`src/rtl/quotient_bcd_conv_pkg.sv`:
```
// quotient_bcd_conv_pkg: shared FSM encoding, BCD constants and default widths
package quotient_bcd_conv_pkg;
  localparam int DEF_W = 26;
  localparam int DEF_DIGITS = 8;
  localparam logic [3:0] BCD_NINE = 4'h9;
  typedef enum logic [1:0] {IDLE, SHIFT, DONE} state_t;
endpackage

```
`src/rtl/quotient_bcd_conv_if.sv`:
```
// quotient_bcd_conv_if: start/quotient request and BCD result bundle
interface quotient_bcd_conv_if
  import quotient_bcd_conv_pkg::*;
#(
  parameter int W = DEF_W,
  parameter int DIGITS = DEF_DIGITS
);
  logic                  start;
  logic [W-1:0]          bin;
  logic [4*DIGITS-1:0]   bcd;
  logic                  busy;
  logic                  done;
  logic                  bcd_valid;
  logic                  ovf;
  modport master (output start, bin, input bcd, busy, done, bcd_valid, ovf);
  modport slave (input start, bin, output bcd, busy, done, bcd_valid, ovf);
endinterface

```
`src/rtl/quotient_bcd_conv_add3.sv`:
```
// bcd_add3: one-digit correction step of shift-add-3, no carry out
module bcd_add3 (
  input  logic [3:0] d_i,
  output logic [3:0] d_o
);
  assign d_o = (d_i >= 4'd5) ? d_i + 4'd3 : d_i;
endmodule

```
`src/rtl/quotient_bcd_conv.sv`:
```
// quotient_bcd_conv: sequential shift-add-3 binary-to-BCD converter for the divider quotient
module quotient_bcd_conv
  import quotient_bcd_conv_pkg::*;
#(
  parameter int W = DEF_W,
  parameter int DIGITS = DEF_DIGITS
) (
  input  logic clk,
  input  logic rst_n,
  quotient_bcd_conv_if.slave bus
);
  localparam int CW = $clog2(W);
  localparam int BW = 4 * DIGITS;
  state_t          state_q, state_d;
  logic            start_q;
  logic [W-1:0]    shreg_q, shreg_d;
  logic [BW-1:0]   work_q, work_d, work_adj;
  logic [CW-1:0]   cnt_q, cnt_d;
  logic            ovf_s_q, ovf_s_d;
  logic [BW-1:0]   bcd_q, bcd_d;
  logic            ovf_q, ovf_d, busy_q, busy_d, done_q, done_d, valid_q, valid_d;
  logic            accept;
  genvar g;
  for (g = 0; g < DIGITS; g++) begin : g_add3
    bcd_add3 u_add3 (.d_i(work_q[4*g +: 4]), .d_o(work_adj[4*g +: 4]));
  end
  // a request is a fresh rising edge of start seen while idle; edges during a conversion are dropped
  assign accept = bus.start & ~start_q & (state_q == IDLE);
  // next-state and datapath: load on accept, one add-3/shift per cycle, publish result in DONE
  always_comb begin
    state_d = state_q;
    shreg_d = shreg_q;
    work_d = work_q;
    cnt_d = cnt_q;
    ovf_s_d = ovf_s_q;
    bcd_d = bcd_q;
    ovf_d = ovf_q;
    busy_d = busy_q;
    done_d = 1'b0;
    valid_d = valid_q;
    case (state_q)
      IDLE: if (accept) begin
        shreg_d = bus.bin;
        work_d = '0;
        cnt_d = '0;
        ovf_s_d = 1'b0;
        busy_d = 1'b1;
        valid_d = 1'b0;
        state_d = SHIFT;
      end
      SHIFT: begin
        work_d = {work_adj[BW-2:0], shreg_q[W-1]};
        shreg_d = shreg_q << 1;
        ovf_s_d = ovf_s_q | work_adj[BW-1];
        cnt_d = cnt_q + CW'(1);
        state_d = (cnt_q == CW'(W - 1)) ? DONE : SHIFT;
      end
      DONE: begin
        bcd_d = ovf_s_q ? {DIGITS{BCD_NINE}} : work_q;
        ovf_d = ovf_s_q;
        done_d = 1'b1;
        valid_d = 1'b1;
        busy_d = 1'b0;
        state_d = IDLE;
      end
      default: state_d = IDLE;
    endcase
  end
  // state and datapath registers; async reset aborts any conversion at once
  always_ff @(posedge clk or negedge rst_n) begin
    if (!rst_n) begin
      state_q <= IDLE;
      start_q <= 1'b0;
      shreg_q <= '0;
      work_q <= '0;
      cnt_q <= '0;
      ovf_s_q <= 1'b0;
      bcd_q <= '0;
      ovf_q <= 1'b0;
      busy_q <= 1'b0;
      done_q <= 1'b0;
      valid_q <= 1'b0;
    end else begin
      state_q <= state_d;
      start_q <= bus.start;
      shreg_q <= shreg_d;
      work_q <= work_d;
      cnt_q <= cnt_d;
      ovf_s_q <= ovf_s_d;
      bcd_q <= bcd_d;
      ovf_q <= ovf_d;
      busy_q <= busy_d;
      done_q <= done_d;
      valid_q <= valid_d;
    end
  end
  assign bus.bcd = bcd_q;
  assign bus.ovf = ovf_q;
  assign bus.busy = busy_q;
  assign bus.done = done_q;
  assign bus.bcd_valid = valid_q;
endmodule
```
`src/flat_wrapper.sv`:
```
// flat-port wrapper written by rule: the top's interface ports become plain ports
module quotient_bcd_conv_flat import quotient_bcd_conv_pkg::*;
#(
  parameter int W = DEF_W,
  parameter int DIGITS = DEF_DIGITS
)
  (clk, rst_n, bus_start, bus_bin, bus_bcd, bus_busy, bus_done, bus_bcd_valid, bus_ovf);
  quotient_bcd_conv_if #(.W(W), .DIGITS(DIGITS)) bus_i ();
  input  logic clk;
  input  logic rst_n;
  input wire logic [$bits(bus_i.start)-1:0] bus_start;
  input wire logic [$bits(bus_i.bin)-1:0] bus_bin;
  output wire logic [$bits(bus_i.bcd)-1:0] bus_bcd;
  output wire logic [$bits(bus_i.busy)-1:0] bus_busy;
  output wire logic [$bits(bus_i.done)-1:0] bus_done;
  output wire logic [$bits(bus_i.bcd_valid)-1:0] bus_bcd_valid;
  output wire logic [$bits(bus_i.ovf)-1:0] bus_ovf;
  assign bus_i.start = bus_start;
  assign bus_i.bin = bus_bin;
  assign bus_bcd = bus_i.bcd;
  assign bus_busy = bus_i.busy;
  assign bus_done = bus_i.done;
  assign bus_bcd_valid = bus_i.bcd_valid;
  assign bus_ovf = bus_i.ovf;
  quotient_bcd_conv #(.W(W), .DIGITS(DIGITS)) u_core (.clk(clk), .rst_n(rst_n), .bus(bus_i));
endmodule
```
`config.mk`:
```
export PLATFORM = sky130hd
export DESIGN_NAME = quotient_bcd_conv_flat
export DESIGN_NICKNAME = d
export VERILOG_FILES = /design/src/rtl/quotient_bcd_conv_pkg.sv /design/src/rtl/quotient_bcd_conv_if.sv /design/src/rtl/quotient_bcd_conv_add3.sv /design/src/rtl/quotient_bcd_conv.sv /design/src/flat_wrapper.sv
export SDC_FILE = /design/constraint.sdc
export NUM_CORES = 1
export LEC_CHECK = 0
export ABC_AREA = 1
export ABC_CLOCK_PERIOD_IN_PS = 1300
export CAP_MARGIN = 20
export CELL_PAD_IN_SITES_DETAIL_PLACEMENT = 1
export CELL_PAD_IN_SITES_GLOBAL_PLACEMENT = 1
export CORE_ASPECT_RATIO = 1.25
export CORE_MARGIN = 2
export CORE_UTILIZATION = 41
export DETAILED_ROUTE_END_ITERATION = 12
export PLACE_DENSITY = 0.81
export SYNTH_ARGS = -nofsm -noshare
export SYNTH_HDL_FRONTEND = slang
export SYNTH_SLANG_ARGS = --single-unit
```
`constraint.sdc`:
```
create_clock -name clk -period 1.3 [get_ports clk]
set_input_delay 0.13 -clock clk [delete_from_list [all_inputs] [get_ports clk]]
set_output_delay 0.13 -clock clk [all_outputs]
set_load 0.05 [all_outputs]
```
==> results.md, run 1 <==
- Drt via density: 5.42
- Total gr overflow: 0
- Top layer in use: met4
- Core box area: 0.0120 sq mm
- Placed cells: 830
- Leakage power: 3.43 nW
- Library cells used by synthesis: 20
- I/O pin count: 65
- Cell Area, Synth: 0.00498 sq mm
- Hold Fails Final Rpt: 0
- Relative slew slack: 72.2%
- Final hold slack: 255 ps
- Most frequent cells in the layout: 142 x nand2_1, 107 x nand3_1, 102 x dfrtp_1
- Setup Viol. Count Final: 2
- Drt first pass iters: 4
- Die ar.: roughly 0.013 sq mm
- F_max: 750 MHz
- Met2 WL: 8.75 mm
- Nets: 742
- Pins Over Slew Limit: 0
- Critical path class: reg2reg
- GRT Overall Usage: 23.5%
- Metal3 WL: approximately 700 microns
- Failing checks: negative setup slack
- Htree depth: 3
- Chip Width: between 100 and 150 microns
- Final routed DRC violation total: 0
- Clock transition at path regs: 70 ps
- FP Rows: 45
- CP Capture Type: flip-flop
- Commonest non-fill, non-tap cell in the layout: nand2_1
- Worst Path Arrival: approximately 1600 ps
- Worst-margin pin slew: 417 ps
- Status: complete, but fails checks
- Largest net degree at the start of global routing: 40
- Required @ worst endpoint: approximately 1500 ps
- Die Height: 127 microns
- Seq/Total Area, Yosys: roughly half
- Post-Syn Instances: between 500 and 600
- Initial antenna violation count: 0
- Setup TNS: -34.7 ps
- DRT antenna net count: 0
- Antenna diode count: 0
- Via count: 4685
- Vias in the first global route: 4968
- Area Overhead vs Synth: 41.2%
- Wirelength, routed: around 16 mm
- PortBufs: 64
- Worst hold path type: in2async
- Final std cells w/o fill: ~860
- Final period util: 103%
- Wl on met1: 6.12 mm
- CP Max Fanout: 3
- CTS Buffer Depth: 2
- Max Cap Viol: 0
- Syn nets: 641
- Total power: roughly 18 mW
- Dpl hpwl: between 9 and 10 mm
- Seq cells post-synth: about 100
- CTS Buf Count: 9
- Iter 0 DRT Violations: 210
- Worst skew pair latency: 350 ps
- Synthesis warning total: 0
- WL/cell: between 15 and 20 microns
- Initial Util: 41.5%
- CTS root buffer: clkbuf_16
- Maximum vdd drop: 0.996 mV
- Post-route minimum period: 1330 ps
- RSZ-0062 raised after global routing: yes
- First-pass GRT wire length: 24.0 mm
- PwrDens: about 2600 mW/mm^2
- CTS tree: yes
- Final GP Congestion: between 0.8 and 0.9
- Avg Cell Area, Syn: ~8.4 sq um
- CTS sink count: just over 100
- Share of cells above drive strength 1: 24.6%
- Final setup margin: -33.6 ps
- Skew final: between 6 and 7 ps
- Crit start category: flip-flop
## cells in the mapped netlist, drive strengths merged
cell,count,area [sq um]
nand2,162,608
nand3,117,586
dfrtp,103,2580
inv,53,199
o21ai,52,298
nor2,26,121
buf,22,139
a21oi,19,95.1
ha,18,225
nand4,17,106
clkbuf,3,11.3
nor3,1,5.00
o22ai,1,6.26
## worst paths after layout
path / from / to / slack [ps] / cells past startpoint
min in group clk: bus_bin[0] / u_core.shreg_q[0] / 310 / 3
setup reg to reg: u_core.work_q[13] / u_core.work_q[14] / -30 / 6
max in group asynchronous: rst_n / u_core.work_q[1] / 530 / 3
hold / removal: rst_n / u_core.bus.bcd_valid / 260 / 2
hold reg to reg: u_core.shreg_q[24] / u_core.shreg_q[25] / 500 / 2
setup / recovery: u_core.work_q[13] / u_core.work_q[14] / -30 / 6
## metal layers
layer	GRT usage, %	vias to the layer above
met5	0	-
met4	9.49	0
met3	2.90	23
met2	42.7	135
met1	27.5	2358
li1	-	2169
## power breakdown
| group | total (mW) | switching, mW | internal, mW |
|---|---|---|---|
| Sequential | 5.57 | 1.17 | 4.41 |
| Combinational | 9.76 | 5.80 | 3.96 |
| Clock | 2.62 | 1.22 | 1.40 |
## stage by stage
step / setup slack, ps / instance area [sq um] / util (%)
after floorplan: 153 / 4980 / -
after global placement: 5.49 / 6390 / 53.2
after detailed placement: -49.7 / 6390 / 53.2
after CTS: 5.46 / 6750 / 56.3
after global routing: -88.8 / 7030 / 58.6
final: -33.6 / 7030 / 58.6
## cells by family after synthesis
logic type | synth area share [%]
DFF | 51.8
AOI/OAI and AO/OA | 8.02
buffers and inverters | 7.01
adders and majority gates | 4.52
and+or+nand+nor | 28.7
## area by class of cell
type / instances / area, sq um
fill: 1377 / 4960
sequential: 103 / 2580
multi-input combinational: 413 / 2250
timing repair buffer: 115 / 1520
clock buffer: 13 / 260
tap: 164 / 205
inverter: 53 / 201
clock inverter: 3 / 17.5
## worst max-delay path, cell delays in order (launching register included)
cell and delay [ps]:
dfrtp_1 400, inv_2 70, ha_1 190, nand2_1 190
nand4_1 170, nand3_1 140, nand2_1 70
## flip-flops by register name, indices dropped and copies added (netlist names)
signal and flops:
u_core.state_q 2, u_core.start_q 1, u_core.bus.bcd 32, u_core.bus.bcd_valid 1, u_core.bus.ovf 1, u_core.bus.done 1, u_core.bus.busy 1, u_core.work_q 32
u_core.shreg_q 26, u_core.ovf_s_q 1, u_core.cnt_q 5
## timing repair
action | CTS | global route
pin swaps | 0 | 13
gates resized for setup | 11 | 60
setup endpoints to repair | 20 | 49
gates cloned | 0 | 1
endpoints found under the hold margin | 23 | 0
hold buffers | 1 | 0
setup buffers | 6 | 10
No activity file was read; power rests on OpenSTA's default activity.
==> run 2, diff against run 1 <==
--- a/config.mk
+++ b/config.mk
@@ -15,6 +15,7 @@
 export CORE_UTILIZATION = 41
 export DETAILED_ROUTE_END_ITERATION = 12
 export PLACE_DENSITY = 0.81
+export SLEW_MARGIN = 0
 export SYNTH_ARGS = -nofsm -noshare
 export SYNTH_HDL_FRONTEND = slang
 export SYNTH_SLANG_ARGS = --single-unit
==> results of run 2 <==
No change in the layout: final DEF, timing and power equal those of run 1.
==> run 3, diff against run 2 <==
--- a/config.mk
+++ b/config.mk
@@ -12,9 +12,10 @@
 export CELL_PAD_IN_SITES_GLOBAL_PLACEMENT = 1
 export CORE_ASPECT_RATIO = 1.25
 export CORE_MARGIN = 2
-export CORE_UTILIZATION = 41
+export CORE_UTILIZATION = 43
+export CTS_BUF_LIST = sky130_fd_sc_hd__clkbuf_4
 export DETAILED_ROUTE_END_ITERATION = 12
-export PLACE_DENSITY = 0.81
+export PLACE_DENSITY = 0.84
 export SLEW_MARGIN = 0
 export SYNTH_ARGS = -nofsm -noshare
 export SYNTH_HDL_FRONTEND = slang
==> run 3 against run 2 <==
  * The flow still finishes with violations (negative setup slack)
  * Largest power group unchanged
  * Sequential power about the same
  * Critical endpoint is now u_core.work_q[18]
  * Hold slack worse by 190 ps
  * Routed wire length up 2.7%
  * Global-route usage up 0.52 points
  * Die area down 4.5%
  * Power down 1.8%
  * Critical path type unchanged
  * Cell count down 2.3%
  * Setup slack worse by 22 ps
  * Fmax down 1.6%
==> results.md, run 3 (synthesis results as in run 1) <==
- Status: complete, but fails checks (unchanged)
- Failing checks: negative setup slack (unchanged)
- R2R setup slack: -60 ps (was -30 ps)
- Via count: 4846 (was 4685)
- Sw frac: 46.7% (was 45.6%)
- Filler cells: 1256 (was 1377)
- CP Max Fanout: 4 (was 3)
- CTS sink count: 103 (unchanged)
- Reg2Reg Capture Point: u_core.work_q[18] (was u_core.work_q[14])
- WL/cell: 19.4 microns (was 18.4 microns)
- Worst Path Arrival: 1800 ps (was 1580 ps)
- CP most frequent cell: nand2_1 (unchanged)
- F_max: 738 MHz (was 750 MHz)
- Antenna diode count: 0 (unchanged)
- Worst skew pair latency: 490 ps (was 350 ps)
- Share of cells above drive strength 1: 25.4% (was 24.6%)
- FP Rows: 43 (was 45)
- Int Pwr: 9.40 mW (was 9.77 mW)
- Pins Over Slew Limit: 0 (unchanged)
- Maximum vdd drop: 1.13 mV (was 0.996 mV)
- Vias in the first global route: 5018 (was 4968)
- Skew final: 14.4 ps (was 6.36 ps)
- Initial Util: 44.5% (was 41.5%)
- Relative slew slack: 77.1% (was 72.2%)
- Wirelength, routed: 16.4 mm (was 15.9 mm)
- Nets: 751 (was 742)
- Crit path max-delay family: simple AND/OR/NAND/NOR gates (unchanged)
- Htree depth: 3 (unchanged)
- NetSw: 8.23 mW (was 8.19 mW)
- Critical Path Slowest Stage Cell: dfrtp_1 (unchanged)
- Iter 0 DRT Violations: 238 (was 210)
- CTS tree: yes (unchanged)
- Die Height: 124 microns (was 127 microns)
- Crit start category: flip-flop (unchanged)
- First-pass GRT wire length: 23.9 mm (was 24.0 mm)
- Required @ worst endpoint: 1740 ps (was 1540 ps)
- Hold Fails Final Rpt: 0 (unchanged)
- Setup WS pre-CTS: -40.1 ps (was -49.7 ps)
- Max incr delay on CP: 450 ps (was 400 ps)
- Leakage power: 3.43 nW (about the same)
- Worst-margin pin slew: 343 ps (was 417 ps)
- Final std cells w/o fill: 844 (was 864)
- Final setup margin: -55.5 ps (was -33.6 ps)
- Area Overhead vs Synth: 39.9% (was 41.2%)
- Dpl hpwl: 9.93 mm (was 9.83 mm)
- RSZ-0062 raised after global routing: yes (unchanged)
- Worst R2R Start: u_core.work_q[17] (was u_core.work_q[13])
- Core box area: 0.0112 sq mm (was 0.0120 sq mm)
- PwrDens: 2530 mW/mm^2 (was 2550 mW/mm^2)
- Worst r2r path cells: 8 (was 6)
- PortBufs: 64 (unchanged)
- Total power: 17.6 mW (was 18.0 mW)
- CTS Buffer Depth: 2 (unchanged)
- Final period util: 104% (was 103%)
- GRT Overall Usage: 24.0% (was 23.5%)
- I/O pin count: 65 (unchanged)
- Largest net degree at the start of global routing: 50 (was 40)
- Register share of total power: 31.8% (was 31.0%)
- Clock transition at path regs: 150 ps (was 70 ps)
- Commonest non-fill, non-tap cell in the layout: nand2_1 (unchanged)
- Die ar.: 0.0125 sq mm (was 0.0130 sq mm)
- Worst hold path type: in2async (unchanged)
- Comb pwr share: 57.5% (was 54.4%)
- Final routed DRC violation total: 0 (unchanged)
- Final GP Congestion: 0.832 (was 0.828)
- Cell Chain, Critical Path: inv_2 -> ha_4 -> inv_1 -> nand2_2 -> nand3_2 -> nand2_1 -> nand3_1 -> nand2_1 (was inv_2 -> ha_1 -> nand2_1 -> nand4_1 -> nand3_1 -> nand2_1)
- CP bufs+invs: 2 (was 1)
- Max Cap Viol: 0 (unchanged)
- Drt via density: 5.74 (was 5.42)
- Clk pwr share: 10.7% (was 14.6%)
- Drt first pass iters: 5 (was 4)
- CTS Buf Count: 9 (unchanged)
- CTS root buffer: clkbuf_4 (was clkbuf_16)
- Initial antenna violation count: 0 (unchanged)
- Most frequent cells in the layout: 145 x nand2_1, 106 x nand3_1, 102 x dfrtp_1 (was 142 x nand2_1, 107 x nand3_1, 102 x dfrtp_1)
- Placed cells: 804 (was 830)
- Total gr overflow: 0 (unchanged)
- Critical path class: reg2reg (unchanged)
- DRT antenna net count: 0 (unchanged)
- Post-route minimum period: 1360 ps (was 1330 ps)
- Chip Width: 100 microns (was 103 microns)
- Setup Viol. Count Final: 6 (was 2)
- CP Capture Type: flip-flop (unchanged)
- Final hold slack: 60.5 ps (was 255 ps)
==> run 3: how the worst max path moves through the flow <==
stage | cells after the start | from | slack, ps | to
6_report | 8 | u_core.work_q[17] | -60 | u_core.work_q[18]
5_1_grt | 8 | u_core.work_q[17] | -90 | u_core.work_q[18]
4_1_cts | 8 | u_core.work_q[5] | 6 | u_core.work_q[6]
3_5_place_dp | 8 | u_core.work_q[16] | -40 | u_core.work_q[18]
3_3_place_gp | 5 | bus_start | 30 | u_core.shreg_q[25]
2_1_floorplan | 8 | u_core.work_q[24] | 150 | u_core.work_q[25]
==> run 3: area by class of cell <==
type / count / area, sq um / share of cell area (%)
inverters: 53 / 201 / 2.89
multi-input cells: 413 / 2260 / 32.5
clock inverters: 5 / 72.6 / 1.04
flip-flops and latches: 103 / 2580 / 37.0
well taps: 135 / 169 / 2.43
clock buffers: 11 / 82.6 / 1.19
repair buffers: 124 / 1600 / 22.9
==> run 3: stage by stage <==
step | utilization [%] | TNS, ps | area [sq um]
after CTS | 59.4 | 0 | 6640
after detailed placement | 57.1 | -218 | 6380
after global routing | 62.2 | -864 | 6960
after global placement | 57.1 | 0 | 6380
after floorplan | - | 0 | 4980
final | 62.2 | -125 | 6960
==> run 3: power groups by stage <==
stage          logic (mW)  registers, mW  clock network [mW]
4_1_cts              8.69           5.43                1.90
2_1_floorplan        4.35           5.97                   0
3_3_place_gp         7.74           5.42                   0
5_1_grt              11.0           5.71                2.02
3_5_place_dp         8.31           5.53                   0
6_report             10.1           5.60                1.89
==> run 3: repair_timing <==
action | 4_1_cts | 5_1_grt
endpoints found under the hold margin | 103 | 0
pin swaps | 0 | 16
resized for setup | 6 | 67
cloned | 0 | 1
endpoints found under the setup margin | 20 | 31
hold buffers | 1 | 0
buffers inserted | 10 | 12
==> run 3: layer usage <==
metal	vias up	part of all wire [%]	track usage [%]
met1	2460	39	28.4
met5	-	0	0
li1	2178	-	-
met3	53	3.8	3.09
met4	0	4.7	11.4
met2	155	53	42.5
